--- src/rtl/bus_arbiter_pkg.sv ---
// Shared bus constants: active-low enable levels and master indices.
// Imported by the arbiter and its round-robin picker.
package bus_arbiter_pkg;

    localparam logic ENABLE_  = 1'b0;
    localparam logic DISABLE_ = 1'b1;

    localparam int BUS_OWNER_W = 2;
    localparam int BUS_MASTERS = 4;

    typedef logic [BUS_OWNER_W-1:0] owner_t;

    localparam owner_t BUS_MASTER_0 = 2'd0;
    localparam owner_t BUS_MASTER_1 = 2'd1;
    localparam owner_t BUS_MASTER_2 = 2'd2;
    localparam owner_t BUS_MASTER_3 = 2'd3;

endpackage

--- src/rtl/bus_arb_rr_pick.sv ---
// Rotating-priority search: first active request from owner+1 .. owner+3.
// The owner's own request bit never takes part in the search.
module bus_arb_rr_pick
    import bus_arbiter_pkg::*;
(
    input  owner_t     owner,
    input  logic [3:0] req,
    output owner_t     nxt,
    output logic       valid
);

    owner_t cand;

    always_comb begin
        nxt   = owner;
        valid = 1'b0;
        cand  = owner;
        // Walk from the farthest slot inward so the nearest hit wins.
        for (int i = 3; i >= 1; i--) begin
            cand = owner + owner_t'(i);
            if (req[cand]) begin
                nxt   = cand;
                valid = 1'b1;
            end
        end
    end

endmodule

--- src/rtl/bus_arbiter.sv ---
// Four-master non-preemptive bus arbiter with round-robin handover,
// parking on the last owner and an optional hold limit.
module bus_arbiter
    import bus_arbiter_pkg::*;
#(
    parameter int MAX_HOLD = 16,
    parameter int HOLD_W   = 5
) (
    input  logic                   clk,
    input  logic                   reset,
    input  logic                   m0_req_,
    input  logic                   m1_req_,
    input  logic                   m2_req_,
    input  logic                   m3_req_,
    output logic                   m0_grnt_,
    output logic                   m1_grnt_,
    output logic                   m2_grnt_,
    output logic                   m3_grnt_,
    output logic [BUS_OWNER_W-1:0] owner,
    output logic                   handover
);

    localparam logic [HOLD_W-1:0] HOLD_MAX  = HOLD_W'(MAX_HOLD);
    localparam logic [HOLD_W-1:0] HOLD_LAST = HOLD_W'(MAX_HOLD - 1);
    localparam logic              LIMIT_ON  = (MAX_HOLD != 0);

    logic [3:0]        req;
    logic [3:0]        grnt_q;
    logic [HOLD_W-1:0] hold_cnt;
    logic [HOLD_W-1:0] hold_d;
    owner_t            owner_d;
    owner_t            pick;
    logic              pick_ok;
    logic              own_req;
    logic              contend;
    logic              force_ho;

    assign req = ~{m3_req_, m2_req_, m1_req_, m0_req_};

    bus_arb_rr_pick u_pick (
        .owner (owner),
        .req   (req),
        .nxt   (pick),
        .valid (pick_ok)
    );

    assign own_req  = req[owner];
    assign contend  = own_req & pick_ok;
    assign force_ho = LIMIT_ON && contend && (hold_cnt == HOLD_LAST);

    always_comb begin
        owner_d = owner;
        hold_d  = '0;
        if (pick_ok && (!own_req || force_ho)) begin
            owner_d = pick;
        end
        // Count only while the same owner holds against a waiting master.
        if (owner_d == owner && contend) begin
            hold_d = (hold_cnt == HOLD_MAX) ? hold_cnt : hold_cnt + 1'b1;
        end
    end

    always_ff @(posedge clk) begin
        if (reset) begin
            owner    <= BUS_MASTER_0;
            hold_cnt <= '0;
            handover <= 1'b0;
            grnt_q   <= {DISABLE_, DISABLE_, DISABLE_, ENABLE_};
        end else begin
            owner    <= owner_d;
            hold_cnt <= hold_d;
            handover <= (owner_d != owner);
            // Grant flops mirror the owner register, one-cold decoded.
            grnt_q   <= ~(4'b0001 << owner_d);
        end
    end

    assign m0_grnt_ = grnt_q[0];
    assign m1_grnt_ = grnt_q[1];
    assign m2_grnt_ = grnt_q[2];
    assign m3_grnt_ = grnt_q[3];

endmodule

--- config.mk ---
export PLATFORM = sky130hd
export DESIGN_NAME = bus_arbiter
export DESIGN_NICKNAME = d
export VERILOG_FILES = /design/src/rtl/bus_arbiter_pkg.sv /design/src/rtl/bus_arb_rr_pick.sv /design/src/rtl/bus_arbiter.sv
export SDC_FILE = /design/constraint.sdc
export NUM_CORES = 1
export LEC_CHECK = 0
export ABC_AREA = 1
export CORE_AREA = 2 2 41 43
export CTS_BUF_LIST = sky130_fd_sc_hd__clkbuf_16
export CTS_CLUSTER_SIZE = 16
export DETAILED_ROUTE_END_ITERATION = 16
export DIE_AREA = 0 0 43 45
export MAX_ROUTING_LAYER = met4
export PLACE_DENSITY = 0.81
export SYNTH_ARGS = -nofsm -noshare
export SYNTH_HDL_FRONTEND = slang
export SYNTH_SLANG_ARGS = --single-unit
--- constraint.sdc ---
create_clock -name clk -period 4.8 [get_ports clk]
set_clock_uncertainty 0.15 [all_clocks]
set_input_delay 0.72 -clock clk [delete_from_list [all_inputs] [get_ports clk]]
set_output_delay 0.72 -clock clk [all_outputs]
set_load 0.01 [all_outputs]
==> results.md, run 1 <==
* Status: complete, no violations
* Max-capacitance violation count at 0
* Power per unit of standard cell area at 664 mW/mm²
* TritonCTS clock tree: built
* Inserted Clock Buffers at 3
* Category of cells accounting for the largest share of critical-path delay: buffers and inverters
* DRC at 0
* Clock buffer depth at 2
* Number of search-and-repair iterations in the first detailed-routing pass at 4
* Vias in the first global route at 618
* Worst reg2reg path endpoint: grnt_q[0]$_SDFF_PP0_
* Number of antenna violations at the first check in global routing at 0
* Slowest cell on the critical path: sky130_fd_sc_hd__clkdlybuf4s50_1
* Cell depth of the worst flop-to-flop path at 13
* Time the worst path needs with I/O delays and setup at 2280 ps
* Rows at 14
* Max-slew headroom at 73.0%
* Height of the die at 45 µm
* Netlist cell types at 18
* Post-cts hold buffer count at 0
* Vias at 682
* Syn Std Cell Area at 711 µm²
* Avg Vias per Cell at ~4.9
* DRT iter0 DRCs at 7
* Yosys top cell area share at 33.8%
* WS Path Type: reg -> out
* Reported net switching power at 0.000247 W
* CTS root buffer: sky130_fd_sc_hd__clkbuf_16
* Boundary pin count at 13
* Bufs and invs on worst path at 1
* Power share of the clock group at 24.4%
* Total core area at 0.00147 mm²
* Inserted Diodes at 0
* Hold path endpoint: hold_cnt[2]$_SDFFE_PP0P_
* Final Core Density at 62.4%
* Flip-flop and latch count after synthesis at 12
* Proportion of total power due to net switching at 40.6%
* Mean instance size in the synthesized netlist at 6.52 µm²
* Min-delay worst type: reg -> reg
* Synthesized instance count at 109
* Worst setup EP type: output port
* Final Max Tran Viols at 0
* Fraction of final layout cells sized beyond drive strength 1 at 13.7%
* Largest fanout on the critical path at 9
* Startpoint of the worst-slack reg-to-reg timing path: owner[0]$_SDFF_PP0_
* Half-perimeter wire length after detailed placement at 969 µm
* Area growth syn-to-layout at 29.2%
* Clock transition at the register clock pins on the worst setup and hold paths after CTS at ~40 ps
* Grt total ovfl at 0
* Post-Route Hold Slack at about 390 ps
* H-tree depth at 1
* Fraction of power consumed by combinational cells at 50.0%
* Flop2flop setup slack at 3040 ps
* Kind of start point of the critical path: flop
* Source-to-sink clock delay at the later pin of the worst-skew pair at 230 ps
* Yosys top cell by area: sky130_fd_sc_hd__dfxtp_1
* Number of nets in the layout at 134
* Initial Util at 48.3%
* Worst voltage drop across the vdd grid at between 0.3 and 0.4 mV
* Sequential fraction of design power at 25.5%
* Drt wl/cell at 8.94 µm
* Residual antenna-violating net count after detailed routing at 0
* Final GP Congestion at 0.937
* Setup repair after global routing missed its margin: false
* Slew at the pin closest to its max-slew limit at 405 ps
* Setup violations, final at 0
* Post-CTS setup buffer count at 0
* Worst hold path depth at 2
* Die ar. at around 0.0019 mm²
* Leakage power summed over all cells at around 0.46 nW
* Final worst-path cycle share at 47.5%
* Post-CTS Resized at 0
* Total detailed-routing wirelength at 1.25 mm
* Number of nets in the synthesized netlist at between 100 and 150
* Internal power summed over all cells at approximately 0.00036 W
* Stage delay of the slowest cell on the critical path at 620 ps
* Total of buffers placed on input and output ports at 12
* GR Util All Layers at 16.1%
* X dimension of the die at 43 µm
* Final hold vios at 0
* Crit path cell chain: clkdlybuf4s50_1
* Ranking of synthesized cells by area: sky130_fd_sc_hd__dfxtp_1 34%, sky130_fd_sc_hd__nand2_1 21%, sky130_fd_sc_hd__nand2_2 7.9%
* Setup tns final at 0 ps
* Clock Sinks at 12
* Startpoint of the most critical hold path: hold_cnt[2]$_SDFFE_PP0P_
* Fraction of the yosys area taken by sequential cells at about a third
* FMAX at 439 MHz
* Yosys synthesis warning count at 0
* First-pass GRT wire length at 2.28 mm
* Arrival time worst endpoint at between 1000 and 1500 ps
* Required time of the worst setup path at about 3900 ps
* Largest net degree at the start of global routing at 10
==> stage by stage <==
stage / worst slack [ps] / instance area (µm²) / cells / total power [W]
4_1_cts: 2510 / 918 / 140 / 0.000613
5_1_grt: 2460 / 918 / 140 / 0.000666
2_1_floorplan: 3080 / 711 / 109 / 0.000385
6_report: 2520 / 918 / 140 / 0.000610
3_3_place_gp: 2500 / 840 / 136 / 0.000452
3_5_place_dp: 2430 / 840 / 136 / 0.000462
==> area by class of cell <==
type	instances	area (µm²)
sequential	12	240
tap	16	20.0
clock inverter	1	3.75
inverter	17	68.8
timing repair buffer	12	120
multi-input combinational	79	390
fill	129	553
clock buffer	3	75.1
==> worst max-delay path by stage <==
| stage | to | start | cells past startpoint | slack, ps |
|---|---|---|---|---|
| after CTS | owner[0] | owner[0]$_SDFF_PP0_ | 1 | 2510 |
| after detailed placement | grnt_q[0]$_SDFF_PP0_ | m2_req_ | 14 | 2430 |
| after global routing | grnt_q[0]$_SDFF_PP0_ | m2_req_ | 14 | 2460 |
| after floorplan | grnt_q[1]$_SDFF_PP1_ | m3_req_ | 7 | 3080 |
| after global placement | grnt_q[0]$_SDFF_PP0_ | m2_req_ | 14 | 2500 |
| final | owner[0] | owner[0]$_SDFF_PP0_ | 1 | 2520 |
==> power by group through the flow <==
| stage | Sequential (W) | Combinational (W) | Clock, W |
|---|---|---|---|
| global route | 0.000159 | 0.000354 | 0.000154 |
| finish | 0.000156 | 0.000305 | 0.000149 |
| global placement | 0.000156 | 0.000296 | 0 |
| CTS | 0.000156 | 0.000307 | 0.000150 |
| detailed placement | 0.000157 | 0.000305 | 0 |
| floorplan | 0.000156 | 0.000229 | 0 |
==> per-layer routing <==
| metal | track usage (%) | up-vias | wire, µm |
|---|---|---|---|
| met5 | - | - | 0 |
| li1 | - | 361 | - |
| met3 | 4.00 | 2 | 35 |
| met4 | 9.09 | 0 | 19 |
| met2 | 27.9 | 11 | 615 |
| met1 | 16.7 | 308 | 581 |
==> placed cells by master (no fill, tap or decap) <==
cell type,count
sky130_fd_sc_hd__a21oi_1,2
sky130_fd_sc_hd__clkbuf_16,3
sky130_fd_sc_hd__clkdlybuf4s50_1,12
sky130_fd_sc_hd__clkinv_1,1
sky130_fd_sc_hd__dfxtp_1,12
sky130_fd_sc_hd__ha_1,3
sky130_fd_sc_hd__inv_1,14
sky130_fd_sc_hd__inv_2,2
sky130_fd_sc_hd__inv_6,1
sky130_fd_sc_hd__nand2_1,39
sky130_fd_sc_hd__nand2_2,9
sky130_fd_sc_hd__nand3_1,7
sky130_fd_sc_hd__nand4_1,2
sky130_fd_sc_hd__nor2_1,10
sky130_fd_sc_hd__nor2_2,1
sky130_fd_sc_hd__nor3_1,1
sky130_fd_sc_hd__o21ai_0,1
sky130_fd_sc_hd__o21ai_1,1
sky130_fd_sc_hd__xor2_1,2
sky130_fd_sc_hd__xor2_2,1
==> worst reg2reg max path, cell delays in order (launching register included) <==
cell                      delay (ps)
sky130_fd_sc_hd__dfxtp_1         560
sky130_fd_sc_hd__inv_6            90
sky130_fd_sc_hd__nand2_1          80
sky130_fd_sc_hd__nand2_1          70
sky130_fd_sc_hd__nand2_1          90
sky130_fd_sc_hd__nand2_1          70
sky130_fd_sc_hd__nor2_1           90
sky130_fd_sc_hd__nand2_1          80
sky130_fd_sc_hd__nand2_2          90
sky130_fd_sc_hd__nor2_2           40
sky130_fd_sc_hd__nand2_2          60
sky130_fd_sc_hd__nand2_2          60
sky130_fd_sc_hd__nand2_1          70
sky130_fd_sc_hd__nand2_1          50
==> cell families (layout without fill, tap and decap cells) <==
| family | after synthesis | in the layout | synth area share (%) |
|---|---|---|---|
| adder cells (fa/ha/maj) | 3 | 3 | 5.28 |
| flip-flops | 12 | 12 | 33.8 |
| XOR/XNOR | 3 | 3 | 4.75 |
| AND/OR/NAND/NOR | 69 | 69 | 42.1 |
| AO/OA/AOI/OAI | 4 | 4 | 2.82 |
| buffers and inverters | 18 | 33 | 11.3 |
==> cell usage after synthesis <==
library cell,number
sky130_fd_sc_hd__inv_2,2
sky130_fd_sc_hd__dfxtp_1,12
sky130_fd_sc_hd__o21ai_1,1
sky130_fd_sc_hd__xor2_1,2
sky130_fd_sc_hd__nand2_2,9
sky130_fd_sc_hd__ha_1,3
sky130_fd_sc_hd__nor2_1,10
sky130_fd_sc_hd__a21oi_1,2
sky130_fd_sc_hd__nand3_1,7
sky130_fd_sc_hd__nor3_1,1
sky130_fd_sc_hd__nor2_2,1
sky130_fd_sc_hd__buf_6,1
sky130_fd_sc_hd__inv_1,14
sky130_fd_sc_hd__xor2_2,1
sky130_fd_sc_hd__o21ai_0,1
sky130_fd_sc_hd__inv_6,1
sky130_fd_sc_hd__nand4_1,2
sky130_fd_sc_hd__nand2_1,39
==> state kept, by name, indices dropped and copies added, names as in the netlist <==
register,cells
handover,1
owner,2
hold_cnt,5
grnt_q,4
No activity file was read; power rests on OpenSTA's default activity.
==> inputs of run 2 (changes only) <==
--- a/config.mk
+++ b/config.mk
@@ -6,13 +6,13 @@
 export NUM_CORES = 1
 export LEC_CHECK = 0
 export ABC_AREA = 1
-export CORE_AREA = 2 2 41 43
+export CORE_AREA = 2 2 44 46
 export CTS_BUF_LIST = sky130_fd_sc_hd__clkbuf_16
 export CTS_CLUSTER_SIZE = 16
 export DETAILED_ROUTE_END_ITERATION = 16
-export DIE_AREA = 0 0 43 45
+export DIE_AREA = 0 0 46 48
 export MAX_ROUTING_LAYER = met4
-export PLACE_DENSITY = 0.81
+export PLACE_DENSITY = 0.75
 export SYNTH_ARGS = -nofsm -noshare
 export SYNTH_HDL_FRONTEND = slang
 export SYNTH_SLANG_ARGS = --single-unit
==> constraint.sdc (replaced) <==
create_clock -name clk -period 1.95 [get_ports clk]
set_clock_uncertainty 0.15 [all_clocks]
set_input_delay 0.2925 -clock clk [delete_from_list [all_inputs] [get_ports clk]]
set_output_delay 0.2925 -clock clk [all_outputs]
set_load 0.01 [all_outputs]
==> run 2 against run 1 <==
Clock-buffer cell count did not move; register-to-register slack got worse by 2800 ps; sequential power rose by 150%; combinational power rose by 140%; critical path depth did not move; setup slack got worse by 2400 ps; global-route usage fell by 3.0 points; sequential share of layout area barely moved; design area rose by 0.14%; clock power rose by 140%; utilization fell by 8.0 points.
==> results.md, run 2 (same netlist as run 1, synthesis figures left out) <==
* Vias at 648
* Initial Util at 42.1%
* Final Max Tran Viols at 0
* Most frequent cells in the layout: 39 x sky130_fd_sc_hd__nand2_1, 14 x sky130_fd_sc_hd__inv_1, 12 x sky130_fd_sc_hd__dfxtp_1, 12 x sky130_fd_sc_hd__clkdlybuf4s50_1, 10 x sky130_fd_sc_hd__nor2_1
* Setup tns final at 0 ps
* Max reg flops at 5
* Largest fanout on the critical path at 9
* DRC at 0
* Setup repair after global routing missed its margin: false
* Most flop-heavy register: hold_cnt
* Final worst-path cycle share at 94.7%
* Slew at the pin closest to its max-slew limit at 396 ps
* Max-capacitance violation count at 0
* Flop2flop setup slack at 200 ps
* Clock transition at the register clock pins on the worst setup and hold paths after CTS at 40 ps
* Stage delay of the slowest cell on the critical path at 620 ps
* Total detailed-routing wirelength at approximately 1.2 mm
* Area growth syn-to-layout at 29.4%
* Vias in the first global route at 539
* Total core area at 0.00169 mm²
* Proportion of total power due to net switching at around 40%
* Hold path endpoint: hold_cnt[2]$_SDFFE_PP0P_
* Worst setup EP type: output port
* Worst reg2reg path endpoint: grnt_q[1]$_SDFF_PP1_
* FMAX at 542 MHz
* Worst voltage drop across the vdd grid at 0.722 mV
* Height of the die at 48 µm
* Boundary pin count at 13
* Final hold vios at 0
* Power per unit of standard cell area at about 1600 mW/mm²
* Fraction of final layout cells sized beyond drive strength 1 at a little over an eighth
* Grt total ovfl at 0
* Inserted Diodes at 0
* Post-CTS setup buffer count at 0
* Startpoint of the worst-slack reg-to-reg timing path: owner[0]$_SDFF_PP0_
* WS Path Type: reg -> out
* Clock Sinks at 12
* Sequential fraction of design power at 25.7%
* Reported net switching power at 0.000600 W
* Die ar. at 0.00221 mm²
* Required time of the worst setup path at about 1500 ps
* Half-perimeter wire length after detailed placement at 962 µm
* Setup violations, final at 0
* X dimension of the die at 46 µm
* H-tree depth at 1
* CTS root buffer: sky130_fd_sc_hd__clkbuf_16
* First-pass GRT wire length at roughly 1.9 mm
* Clock buffer depth at 2
* Bufs and invs on worst path at 1
* Status: complete, no violations
* Cell depth of the worst flop-to-flop path at 8
* Drt wl/cell at about 8.7 µm
* Worst hold path depth at 2
* Time the worst path needs with I/O delays and setup at 1850 ps
* Final GP Congestion at 0.898
* Power share of the clock group at between 20% and 30%
* Number of search-and-repair iterations in the first detailed-routing pass at 3
* Max-slew headroom at 73.6%
* DRT iter0 DRCs at 8
* Fraction of power consumed by combinational cells at 49.8%
* Slowest cell on the critical path: sky130_fd_sc_hd__clkdlybuf4s50_1
* Post-CTS Resized at 0
* Total of buffers placed on input and output ports at 12
* Kind of start point of the critical path: flop
* Post-Route Hold Slack at 380 ps
* Arrival time worst endpoint at 1400 ps
* Avg Vias per Cell at 4.60
* Source-to-sink clock delay at the later pin of the worst-skew pair at 240 ps
* Leakage power summed over all cells at 0.459 nW
* Leading registers by flop count: hold_cnt x5, grnt_q x4, owner x2
* GR Util All Layers at between 10% and 20%
* Residual antenna-violating net count after detailed routing at 0
* Category of cells accounting for the largest share of critical-path delay: buffers and inverters
* Post-cts hold buffer count at 0
* TritonCTS clock tree: built
* Min-delay worst type: reg -> reg
* Rows at 15
* Inserted Clock Buffers at 3
* Internal power summed over all cells at between 0.0008 and 0.0009 W
* Number of nets in the layout at 134
* Largest net degree at the start of global routing at 10
* Startpoint of the most critical hold path: hold_cnt[2]$_SDFFE_PP0P_
* Most common cell after layout, fill and taps aside: sky130_fd_sc_hd__nand2_1
* Number of antenna violations at the first check in global routing at 0
* Crit path cell chain: clkdlybuf4s50_1
-- run 2: cell counts in the layout (fill, tap and decap cells not counted) --
Identical to the previous run, type by type.
-- run 2: area by class of cell --
type	instances	area, µm²
inverter	17	68.8
timing repair buffer	12	120
tap	17	21.3
sequential	12	240
clock buffer	3	75.1
multi-input combinational	79	390
clock inverter	1	3.75
fill	158	769
-- run 2: power groups by stage --
stage                     Clock [W]  Sequential (W)  Combinational (W)
final                      0.000365        0.000384           0.000743
after global routing       0.000384        0.000395           0.000841
after CTS                  0.000372        0.000386           0.000747
after detailed placement          0        0.000389           0.000744
after global placement            0        0.000385           0.000732
after floorplan                   0        0.000385           0.000563
-- run 2: worst max path at each step --
stage                        startpoint  slack, ps              endpoint  cells after the start
detailed placement              m3_req_         50  grnt_q[1]$_SDFF_PP1_                      8
CTS                 owner[0]$_SDFF_PP0_         90              owner[0]                      1
global placement                m2_req_         80  grnt_q[1]$_SDFF_PP1_                     11
floorplan           owner[0]$_SDFF_PP0_        400  grnt_q[1]$_SDFF_PP1_                      9
global route        owner[0]$_SDFF_PP0_         30  grnt_q[0]$_SDFF_PP0_                     11
finish              owner[0]$_SDFF_PP0_        100              owner[0]                      1
-- run 2: per-stage QoR --
stage          total power, W  area, µm²  cells  worst slack (ps)  utilization (%)
2_1_floorplan        0.000948        711    109               404                -
3_3_place_gp          0.00112        841    137              79.8             49.8
3_5_place_dp          0.00113        841    137              52.0             49.8
4_1_cts               0.00150        920    141              94.0             54.4
5_1_grt               0.00162        920    141              29.5             54.4
6_report              0.00149        920    141               104             54.4
-- run 2: tightest hold or removal path, delay by kind of cell, from the launching register on --
kind,cells,cell delay (ps)
and+or+nand+nor,2,150
DFF,1,330
-- run 2: per-layer routing --
layer / vias to the layer above / GRT usage, % / share of wire, %
li1: 358 / - / -
met1: 272 / 13.2 / 47
met2: 13 / 21.1 / 46
met3: 5 / 3.40 / 3.8
met4: 0 / 10.9 / 3.6
met5: - / - / 0
